`src/rtl/er_irq_ctrl.sv`:
```
// Executable-region / ISR attestation controller: tracks whether pc stays inside ER,
// detours only into the authorized ISR region on accepted interrupts, and aborts on DMA.
// Optional ISR residency watchdog is enabled by defining ER_IRQ_WATCHDOG_EN.
module er_irq_ctrl #(
  parameter int unsigned ISR_MAX_CYCLES = 1024
) (
  input  logic        clk,
  input  logic        reset,
  input  logic [15:0] pc,
  input  logic        dma_en,
  input  logic        irq,
  input  logic [15:0] ER_min,
  input  logic [15:0] ER_max,
  input  logic [15:0] ISR_min,
  input  logic [15:0] ISR_max,
  output logic        exec,
  output logic [2:0]  state_o,
  output logic [7:0]  irq_cnt,
  output logic        abort_p
);

  typedef enum logic [2:0] {
    S_IDLE  = 3'd0,
    S_RUN   = 3'd1,
    S_ISR   = 3'd2,
    S_DONE  = 3'd3,
    S_ABORT = 3'd4
  } state_t;

  if (ISR_MAX_CYCLES < 1 || ISR_MAX_CYCLES > 65535) begin : g_bad_param
    $error("er_irq_ctrl: ISR_MAX_CYCLES out of range 1..65535");
  end

  state_t     state, state_nxt;
  logic       in_er, in_isr;
  logic       cnt_clr, cnt_inc;
  logic       wdog_expire;
  logic       exec_nxt, abort_nxt;
  logic [7:0] irq_cnt_nxt;

  assign in_er  = (pc >= ER_min)  && (pc <= ER_max);
  assign in_isr = (pc >= ISR_min) && (pc <= ISR_max);

`ifdef ER_IRQ_WATCHDOG_EN
  logic [15:0] wdog_cnt;

  // wdog_cnt holds the number of ISR cycles already completed in this visit,
  // so the current cycle is the last allowed one when wdog_cnt+1 hits the limit.
  always_ff @(posedge clk or posedge reset) begin
    if (reset)                                    wdog_cnt <= '0;
    else if (state != S_ISR && state_nxt == S_ISR) wdog_cnt <= '0;
    else if (state == S_ISR)                       wdog_cnt <= wdog_cnt + 16'd1;
  end

  assign wdog_expire = (state == S_ISR) &&
                       (({1'b0, wdog_cnt} + 17'd1) >= 17'(ISR_MAX_CYCLES));
`else
  assign wdog_expire = 1'b0;
`endif

  // state register
  always_ff @(posedge clk or posedge reset) begin
    if (reset) state <= S_IDLE;
    else       state <= state_nxt;
  end

  // next-state logic; ER membership is tested before ISR membership everywhere
  always_comb begin
    state_nxt = state;
    cnt_clr   = 1'b0;
    cnt_inc   = 1'b0;
    case (state)
      S_IDLE, S_DONE, S_ABORT: begin
        if (pc == ER_min && !dma_en) begin
          state_nxt = S_RUN;
          cnt_clr   = 1'b1;
        end
      end
      S_RUN: begin
        if (dma_en && in_er)           state_nxt = S_ABORT;
        else if (!in_er && irq && in_isr) state_nxt = S_ISR;
        else if (!in_er)               state_nxt = S_ABORT;
        else if (pc == ER_max)         state_nxt = S_DONE;
      end
      S_ISR: begin
        if (dma_en)           state_nxt = S_ABORT;
        else if (wdog_expire) state_nxt = S_ABORT;
        else if (in_er) begin
          state_nxt = S_RUN;
          cnt_inc   = 1'b1;
        end
        else if (!in_isr)     state_nxt = S_ABORT;
      end
      default: state_nxt = S_IDLE;
    endcase
  end

  // output logic, computed from the upcoming state so every output is registered
  always_comb begin
    exec_nxt    = (state_nxt == S_RUN) || (state_nxt == S_ISR) || (state_nxt == S_DONE);
    abort_nxt   = (state_nxt == S_ABORT) && (state != S_ABORT);
    irq_cnt_nxt = irq_cnt;
    if (cnt_clr)                       irq_cnt_nxt = 8'd0;
    else if (cnt_inc && irq_cnt != 8'hFF) irq_cnt_nxt = irq_cnt + 8'd1;
  end

  always_ff @(posedge clk or posedge reset) begin
    if (reset) begin
      exec    <= 1'b0;
      abort_p <= 1'b0;
      irq_cnt <= 8'd0;
    end else begin
      exec    <= exec_nxt;
      abort_p <= abort_nxt;
      irq_cnt <= irq_cnt_nxt;
    end
  end

  assign state_o = state;

endmodule

```
`config.mk`:
```
export PLATFORM = sky130hd
export DESIGN_NAME = er_irq_ctrl
export DESIGN_NICKNAME = d
export VERILOG_FILES = /design/src/rtl/er_irq_ctrl.sv
export SDC_FILE = /design/constraint.sdc
export NUM_CORES = 1
export LEC_CHECK = 0
export BUFFER_PORTS_ARGS = -buffer_cell sky130_fd_sc_hd__buf_2
export CORE_ASPECT_RATIO = 1.1
export CORE_MARGIN = 8
export CORE_UTILIZATION = 53
export DETAILED_ROUTE_END_ITERATION = 12
export PLACE_DENSITY_LB_ADDON = 0.15
export SYNTH_ARGS = -nofsm -noshare
export SYNTH_HDL_FRONTEND = slang
export SYNTH_SLANG_ARGS = --single-unit
```
`constraint.sdc`:
```
create_clock -name clk -period 3.3 [get_ports clk]
set_clock_uncertainty 0.15 [all_clocks]
set_input_delay 0.165 -clock clk [delete_from_list [all_inputs] [get_ports clk]]
set_output_delay 0.165 -clock clk [all_outputs]
set_load 0.01 [all_outputs]
```
* Word-level counts from Yosys, hierarchy flattened
Cells that the tools add are included.
** Operators by class
- Mux-type cells :: 16
- Eq/ne operators :: 12
- Reductions and logical operators :: 15
- Add/sub/neg operators :: 1
- Magnitude comparators :: 4
** Operator list (count)
- $eq A16 B16 Y1 :: 2
- $ge A16 B16 Y1 :: 2
- $le A16 B16 Y1 :: 2
- $mux W3 :: 8
- $mux W8 :: 2
- $eq A3 B2 Y1 const B :: 4
- $pmux W3 S3 :: 1
- $add A8 B1 Y8 const B :: 1
- $logic_and A1 B1 Y1 :: 8
- $ne A8 B8 Y1 const B :: 1
- $eq A3 B1 Y1 const B :: 2
- $eq A3 B3 Y1 const B :: 2
- $mux W1 :: 5
- $logic_not A3 Y1 :: 1
- $ne A3 B3 Y1 const B :: 1
- $reduce_or A3 Y1 :: 1
- $logic_not A1 Y1 :: 2
- $logic_or A1 B1 Y1 :: 2
- $reduce_bool A2 Y1 :: 1
** Storage, ports and cells
- Logic and storage cells :: 52
- Bits in registers :: 13
- Output and inout port bits :: 13

* Logic depth before layout (Yosys ltp)
Gate-level depths: netlist of the first run.
- Depth in word-level cells :: 11
- Mapped depth :: 9

* Worst setup path before layout of the first run
Ideal clock, no wire load.
- Kind :: in2reg
- From :: input port ER_min[1]
- To :: register irq_cnt[5]
- Path slack :: 1075 ps
- Arrival time :: 1947 ps
- Path buffers :: 0
- Cell stages on the path :: 9
- Cell sequence :: inv_1 > ha_1 > nor2b_1 > o211ai_1 > a2111o_1 > o211a_4 > nor3_4 > and3_1 > mux2_1
** On the way
- Cells in the longest elaborated chain, start to end :: 7
- Elaborated cells on any way between the ends :: 12
** Ends and longest elaborated chain
- from (decl) :: RTL line 12 : input logic [15:0] ER_min,
- $ge A16 B16 Y1 :: RTL line 41 : assign in_er = (pc >= ER_min) && (pc <= ER_max);
- $logic_and A1 B1 Y1 :: RTL line 41
- $mux W1 :: RTL line 88 : else if (in_er) begin
- $mux W1 :: RTL line 86 : if (dma_en) state_nxt = S_ABORT;
- $mux W1 :: RTL line 72 : case (state)
- $logic_and A1 B1 Y1 :: RTL line 104 : else if (cnt_inc && irq_cnt != 8'hFF) irq_cnt_nxt = irq_cnt + 8'd1;
- $reduce_bool A2 Y1 (no source line)
- to (signal assigned) :: RTL line 115 : irq_cnt <= irq_cnt_nxt;
- to (decl) :: RTL line 18 : output logic [7:0] irq_cnt,
Several ways; a longest one is shown, not always the timed one.
A chain may end at the register's enable or synchronous reset.

* Worst setup path after layout of the first run
- From :: input port pc[9]
- To :: register irq_cnt[5]
** On the way
- Cells in the longest elaborated chain, start to end :: 7
- Elaborated cells on any way between the ends :: 13
** Ends and longest elaborated chain
- from (decl) :: RTL line 9 : input logic [15:0] pc,
- $ge A16 B16 Y1 or $le A16 B16 Y1 (tied branches) :: RTL line 41
- $logic_and A1 B1 Y1 :: RTL line 41
- $mux W1 :: RTL line 88
- $mux W1 :: RTL line 86
- $mux W1 :: RTL line 72
- $logic_and A1 B1 Y1 :: RTL line 104
- $reduce_bool A2 Y1 (no source line)
Several ways; a longest one is shown, not always the timed one.

==> results of run 1 <==
[worst min-delay path, stage by stage]
cell                     delay [ns]
sky130_fd_sc_hd__buf_2         0.13
sky130_fd_sc_hd__nor3_1        0.11
sky130_fd_sc_hd__nor2_1        0.09
[what timing repair did]
action                                 in CTS  in global routing
endpoints found under the hold margin      13                  0
resized for setup                           0                  0
hold buffers                                1                  0
[cell usage after synthesis (all sizes together) (2+ instances only)]
cell and count:
nor4 2, a31oi 2, nand2b 5, a21oi 27
dfrtp 13, ha 65, nor2b 3, nor3 8
and3 2, nand4 12, and4 4, nor2 20
a31o 2, o221ai 2, nand2 20, a211oi 4
a221oi 3, inv 66, nand3 8, o21ai 10
xnor2 4, a211o 2
[sequential cells by signal, indices dropped and copies added (netlist names)]
register  count
irq_cnt       8
state_o       3
exec          1
abort_p       1
[power by group through the flow]
stage / registers, µW / logic, µW / clock network [µW]
after global placement: 171 / 247 / 0
after detailed placement: 171 / 258 / 0
after CTS: 168 / 261 / 146
final: 168 / 259 / 142
after floorplan: 171 / 154 / 0
after global routing: 168 / 299 / 150
[area by class of cell]
class	count	area [µm²]	area share, %
inverter	66	247.7	8.418
timing repair buffer	97	490.5	16.67
multi-input combinational	222	1767	60.03
sequential	13	325.3	11.05
clock buffer	4	45.04	1.531
tap	54	67.56	2.296
[cell families (layout without fill, tap and decap cells)]
kind of cell | Yosys count | count (layout)
compound gates | 61 | 61
xor+xnor | 4 | 4
fa+ha+maj | 65 | 65
buf+inv | 66 | 167
flops | 13 | 13
mux | 2 | 2
simple gates | 90 | 90
[through the flow]
step | power (µW) | setup WS, ns | cells | utilization, % | cell area (µm²)
2_1_floorplan | 325.3 | 1.075 | 301 | - | 2340
3_3_place_gp | 417.3 | 0.7687 | 451 | 67.39 | 2888
3_5_place_dp | 429.0 | 0.7024 | 451 | 67.39 | 2888
4_1_cts | 575.3 | 0.9610 | 456 | 68.67 | 2943
5_1_grt | 617.2 | 0.8097 | 456 | 68.67 | 2943
6_report | 569.7 | 0.9696 | 456 | 68.67 | 2943
[metal layers]
layer	GRT usage, %	part of all wire, %	wire length (µm)
met5	0	0	0
met4	4.216	1.2	76
met3	5.335	8.4	532
met2	33.88	48	3063
met1	20.95	42	2692
[final timing paths]
kind | from | endpoint | slack, ns | cells past startpoint
max reg2reg | state_o[0] | irq_cnt[5] | 1.12 | 6
min | dma_en | irq_cnt[1] | 0.15 | 3
max | pc[9] | irq_cnt[5] | 0.97 | 9
min reg2reg | irq_cnt[7] | irq_cnt[7] | 0.43 | 2
max in group asynchronous | reset | irq_cnt[7] | 2.32 | 3
min in group asynchronous | reset | irq_cnt[5] | 0.34 | 3
==> run summary, run 1 <==
The clock network fraction of total power is 25.0%. The number of antenna violations at the first check in global routing is 0. The number of instances in the synthesized netlist is ~300.

The starting DRC count in detailed routing came out at 71. The tightest slew margin relative to the limit is between 60 and 70%. The run finished with clean final reports.

The cell-internal power is around 370 µW. The hold violation count in the final report came out at 0. The arrival time of the worst setup path came out at 2.31 ns.

The category of the worst setup path capture point is a flip-flop. The layout cell share with drive strength beyond 1 came out at a little over a quarter. Of all nets on the critical path, the largest fanout is 7. Yosys printed 0 warnings. The detailed-route via count is 2459. The number of detailed-route iterations in the first pass came out at 4. The power share of the sequential group is between 20% and 30%. The measured slew at the worst slew-check pin is approximately 0.52 ns.

At the later pin of the worst-skew pair, clock insertion delay measures 0.24 ns. Net switching is 34.93% of the power. Walking the worst path, the cells encountered are buf_2 -> ha_1 -> nand4_1 -> nor3_2 -> nor3_1 -> o211a_4 -> nor3_4 -> and3_1 -> mux2_1. The width of the die came out at 79.35 µm. The net count reported at finish is 552. The sink count of the clock tree is 13. The worst vdd rail ir drop came out at 0.0001737 V. The wire length per cell came out at 13.95 µm. For this design, the slowest cell found on the critical path is sky130_fd_sc_hd__mux2_1. The post-synthesis simple-gate area fraction is 20.91%.

The pin count of the biggest net entering global routing came out at 14. By area, the combinational part of the netlist is dominated by adder cells. Summed over all instances, the cell type with the most area after synthesis is sky130_fd_sc_hd__ha_1. The total power density per cell area is 193.6 nW/µm². The area fraction in compound gates after synthesis is 17.43%.

Summing the areas of all fa, ha and maj instances in the mapped netlist gives between 30% and 40% of the synthesized area. In the routed layout, each cell is associated on average with a via count of 5.393. The number of antenna diodes in the final layout is 0. Setup repair after global routing left no endpoint under its margin. In this run the number of H-tree levels came out at 1. The post-synthesis instance area came out at 2340 µm². The number of remaining DRC errors came out at 0.

The full die area is 6799 µm². TritonCTS built the clock tree. At the worst endpoint, the required time is ~3.3 ns.

The global-route wire length before repair is between 10 and 15 mm. The flip-flop and latch count after synthesis came out at 13. The max-cap violation count is 0. The post-route minimum period is roughly 2.3 ns.

In this run the worst hold path is classified as input port to flip-flop. The I/O pin total is 97. Of the post-synthesis cell area, the dominant cell type holds 34.76%.

The aggregate negative setup slack is 0 ns. From bottom edge to top edge, the die measures approximately 86 µm. The share of the clock period used by the worst path is 70.62%. The number of max-slew violations in the final report is 0. The site row count came out at 25. The switching power of the nets came out at 199.0 µW.

The hold slack came out at 0.1503 ns. The xor-xnor portion of the synthesized cell area came out at 1.497%. Counting along the longest clock path gives a buffer depth of 2. The highest achievable clock rate came out at 429.1 MHz. The predominant post-synthesis flop cell is sky130_fd_sc_hd__dfrtp_1. The cell family with the largest share of critical-path delay is simple AND/OR/NAND/NOR gates. The mux contribution to synthesized area came out at 0.9091%. The final count of negative-setup-slack endpoints came out at 0. The clock transition at the registers of the reported paths came out at 0.05 ns. The half-perimeter wire length after placement is 5.696 mm.

The nature of the critical path startpoint is an input port. The via count of the first global-routing pass is about 2600. Fill cells in the final layout number just under 400. The combined buffer and inverter count along the critical path came out at 1. In the layout the commonest cells are sky130_fd_sc_hd__buf_2, sky130_fd_sc_hd__inv_1, sky130_fd_sc_hd__ha_1, sky130_fd_sc_hd__a21oi_1. Global routing consumed, over all layers together, between 10% and 20% of the routing resources. For this configuration, the core starts out at a cell density of 54.60%. The sequential share of the synthesized area came out at 13.90%.

The number of buffers added by the clock tree synthesis step came out at 3. The total wire length came out at 6.363 mm. The fraction of registers with async set/reset is 100.0%.

Leaving out fill and tap cells, the most frequent cell in the layout is sky130_fd_sc_hd__buf_2. Counting flops with a built-in enable in the synthesized netlist gives 0. After clock tree synthesis, the setup repair step added 0 buffers. The worst setup path is of the input port to flip-flop kind. Input and output buffers added on the ports amount to 96. The final weighted congestion in routability-driven placement is roughly 0.87. The average cell area after synthesis is approximately 7.8 µm². The remaining global-route overflow is 0. The core region is 4285 µm².

The analysis attributes to cell leakage a power of 0.001748 µW. By area the synthesized netlist is led by sky130_fd_sc_hd__ha_1, sky130_fd_sc_hd__dfrtp_1, sky130_fd_sc_hd__inv_1, sky130_fd_sc_hd__a21oi_1, sky130_fd_sc_hd__nand2_1. The residual antenna-violating net count after detailed routing is 0. The relative area change from synthesis to final layout came out at 25.78%. Synthesis produced a netlist with a net count of 450. Counting distinct cell types in the post-synthesis netlist gives 45.

The clock root buffer is sky130_fd_sc_hd__clkbuf_8. The largest single stage delay on the critical path is 0.32 ns. Combinational cells account for 45.5% of the total power.
Note: power is estimated with default switching activity, not from simulation.
==> run 2: changes to the inputs <==
CORE_UTILIZATION = 45   (was 53)
clock period = 1.96 ns   (was 3.3 ns; I/O delays follow)
==> run summary, run 2 (same netlist as run 1, synthesis figures left out) <==
Outcome: finished, violations left (was completed). The final reports fail on negative setup slack. The total routing usage reported by global routing came out at 17.81% (was 18.77%). The wire length per cell is 15.58 µm (was 13.95 µm).

The category of the worst setup path capture point is a flip-flop (unchanged). The number of antenna violations at the first check in global routing is 0 (unchanged). The number of cells on the worst reg-to-reg path came out at 6 (unchanged). The slowest cell on the critical path is sky130_fd_sc_hd__ha_4 (was sky130_fd_sc_hd__mux2_1).

The residual antenna-violating net count after detailed routing came to 0 (unchanged). The count of buffers inserted at the top-level ports came out at 96 (unchanged). The share of the clock period used by the worst path came out at 103.3%. The relative area change from synthesis to final layout is 63.37% (was 25.78%). The switching power as a share of total power came to 36.06% (was 34.93%). The final count of negative-setup-slack endpoints is 4 (was 0). The clock root buffer is sky130_fd_sc_hd__clkbuf_8 (unchanged). The number of antenna diodes is 0 (unchanged). The critical path launch point is pc[14] (was pc[9]). The beginning of the worst register-to-register path was state_o[0] (unchanged). The clock transition at the registers of the reported paths came out at 0.05 ns (about the same). The combined buffer and inverter count along the critical path is 1 (unchanged). The via count of the first global-routing pass came out at 2670 (was 2588).

The switching power of the nets was 427.9 µW (was 199.0 µW). Commonest cells after routing, fill and taps aside: sky130_fd_sc_hd__buf_2, sky130_fd_sc_hd__inv_1, sky130_fd_sc_hd__ha_1, sky130_fd_sc_hd__buf_4, sky130_fd_sc_hd__a21oi_1 (was sky130_fd_sc_hd__buf_2, sky130_fd_sc_hd__inv_1, sky130_fd_sc_hd__ha_1, sky130_fd_sc_hd__a21oi_1). The maximum count of clock buffers along a single path came to 2 (unchanged). The I/O pin total is 97 (unchanged). The flip-flop count of the largest register after layout was 8 (unchanged). The mean number of vias per cell is 5.290 (was 5.393). The number of non-filler instances in the completed layout came out at 504 (was 456). The cell count of the worst hold path is 2 (was 3). The path category of the worst min-delay check is input port to flip-flop (unchanged). The post-route minimum period came out at between 2 and 2.5 ns. The type of the worst setup path was input port to flip-flop (unchanged). The final weighted congestion in routability-driven placement came out at 0.8678 (was 0.8688). The nature of the critical path startpoint was an input port (unchanged). The insertion delay of the later-clocked pin in the worst-skew pair came out at 0.24 ns (about the same). The detailed-route via count was 2666 (was 2459). The hold violation count in the final report is 0 (unchanged). The cell family with the largest share of critical-path delay is simple AND/OR/NAND/NOR gates (unchanged). The total power density per cell area is 310.4 nW/µm² (was 193.6 nW/µm²). The largest stage delay on the critical path came out at 0.29 ns (was 0.32 ns). The cell-internal power is 758.7 µW (was 370.7 µW). The total wire length was 7.853 mm (was 6.363 mm). The most common library cell in the layout ignoring fill and taps was sky130_fd_sc_hd__buf_2 (unchanged). The site row count is 27 (was 25). The highest achievable clock rate is 494.0 MHz. The maximum fanout along the worst path came out at 5 (was 7). The starting DRC count in detailed routing is 57 (was 71). The share of the core filled with cells is 76.45% (was 68.67%). The reg-to-reg setup timing slack came out at -0.03 ns (was 1.12 ns).

The arrival time of the worst setup path came to 2.00 ns (was 2.31 ns). The half-perimeter wire length after placement came to 6.048 mm (was 5.696 mm). The number of remaining DRC errors came out at 0 (unchanged).

The proportion of power drawn by combinational gates came out at 56.5% (was 45.5%). The hold slack came out at 0.08154 ns (was 0.1503 ns). The startpoint of the worst hold path is dma_en (unchanged). The endpoint of the worst hold path is abort_p (was irq_cnt[1]). The height of the die is 91.63 µm (was 85.69 µm). The measured slew at the worst slew-check pin is 0.5105 ns (was 0.5249 ns). The layout cell share with drive strength beyond 1 is 46.64% (was 26.87%). The power share of the sequential group is 23.4% (was 29.5%). The setup slack of the critical path after layout came to -0.06447 ns (was 0.9696 ns). The pin count of the biggest net entering global routing is 14 (unchanged).

The tightest slew margin relative to the limit came out at 65.93% (was 64.74%). The end of the worst register-to-register path is irq_cnt[5] (unchanged). The number of placed cells counting well taps is 494 (was 451).

The clock tree from TritonCTS is yes (unchanged). The worst vdd rail ir drop is 0.0003730 V (was 0.0001737 V). The net count reported at finish is 596 (was 552). The number of max-slew violations in the final report came out at 0 (unchanged). The width of the die was 84.75 µm (was 79.35 µm).

The max-cap violation count is 0 (unchanged). Cells along the critical path: clkbuf_4 -> ha_4 -> nand4_1 -> nor3_2 -> and4_4 -> a21oi_4 -> nor3_4 -> and3_4 -> mux2_4 (was buf_2 -> ha_1 -> nand4_1 -> nor3_2 -> nor3_1 -> o211a_4 -> nor3_4 -> and3_1 -> mux2_1). The remaining global-route overflow was 0 (unchanged).

The data required time of the critical path came out at 1.94 ns (was 3.28 ns). The placeable core region is 5000 µm² (was 4285 µm²). Setup repair after global routing missed its margin: true (was false). The level count of the clock H-tree is 1 (unchanged). The sink count of the clock tree came out at 13 (unchanged). The layout filler cell count is 362 (was 385). The static power due to leakage is 0.002031 µW (was 0.001748 µW).

The number of detailed-route iterations in the first pass is 5 (was 4). The global-route wire length before repair came out at 11.70 mm (was 10.72 mm). The clock network fraction of total power came out at 20.1% (was 25.0%). The register with the highest flop count is irq_cnt (unchanged). The number of buffers added by the clock tree synthesis step is 3 (unchanged).

The starting utilization of the core area came out at 46.80% (was 54.60%). The full die area is 7765 µm² (was 6799 µm²).
## run 2: changes by cell type in the layout (fill, tap and decap cells not counted), sizes merged
| cell | change |
|---|---|
| buf | +42 |
| clkbuf | +2 |
## run 2: through the flow
stage	total power (µW)	TNS [ns]	setup slack [ns]	area [µm²]
after global routing	1283	-0.7185	-0.1257	3822
final	1187	-0.1532	-0.06447	3822
after floorplan	559.9	-0.1741	-0.1344	2419
after CTS	1073	-0.1200	-0.04200	3446
after global placement	781.2	-3.629	-0.3965	3277
after detailed placement	798.2	-3.755	-0.4096	3277
## run 2: power groups by stage
stage | sequential [µW] | combinational [µW] | clock (µW)
2_1_floorplan | 288 | 272 | 0
3_3_place_gp | 281 | 500 | 0
3_5_place_dp | 282 | 517 | 0
4_1_cts | 277 | 552 | 244
5_1_grt | 279 | 745 | 260
6_report | 278 | 670 | 238
## run 2: what timing repair did
item                                    4_1_cts  5_1_grt
hold endpoints to repair                     13        0
endpoints found under the setup margin        8       13
hold buffers                                  1        0
setup buffers                                 1        4
pin swaps                                     6       24
resized for setup                            22       59
## run 2: worst reg2reg max path: stages (launching register included)
cell and delay (ns):
sky130_fd_sc_hd__dfrtp_1 0.37, sky130_fd_sc_hd__nand2b_1 0.18, sky130_fd_sc_hd__nor3_2 0.26, sky130_fd_sc_hd__o21ai_4 0.17, sky130_fd_sc_hd__nor3_4 0.24, sky130_fd_sc_hd__and3_4 0.22
sky130_fd_sc_hd__mux2_4 0.29
## run 2: cell type report
| cell class | instances | area (µm²) | area share (%) |
|---|---|---|---|
| multi-input combinational | 222 | 2218 | 58.04 |
| timing repair buffer | 141 | 903.4 | 23.63 |
| sequential | 13 | 325.3 | 8.511 |
| inverter | 66 | 257.7 | 6.743 |
| tap | 58 | 72.57 | 1.899 |
| clock buffer | 4 | 45.04 | 1.178 |
## run 2: worst max path at each step
stage | end | cells past startpoint
after detailed placement | state_o[2] | 11
after CTS | state_o[2] | 11
after global routing | irq_cnt[6] | 9
final | irq_cnt[5] | 9
after global placement | state_o[2] | 11
after floorplan | irq_cnt[5] | 9
## run 2: metal layers
layer / track usage, % / routed length [µm] / share of wire (%)
met2: 33.38 / 4233 / 54
met3: 4.639 / 465 / 5.9
met1: 19.38 / 2989 / 38
met4: 4.160 / 165 / 2.1
met5: 0 / 0 / 0
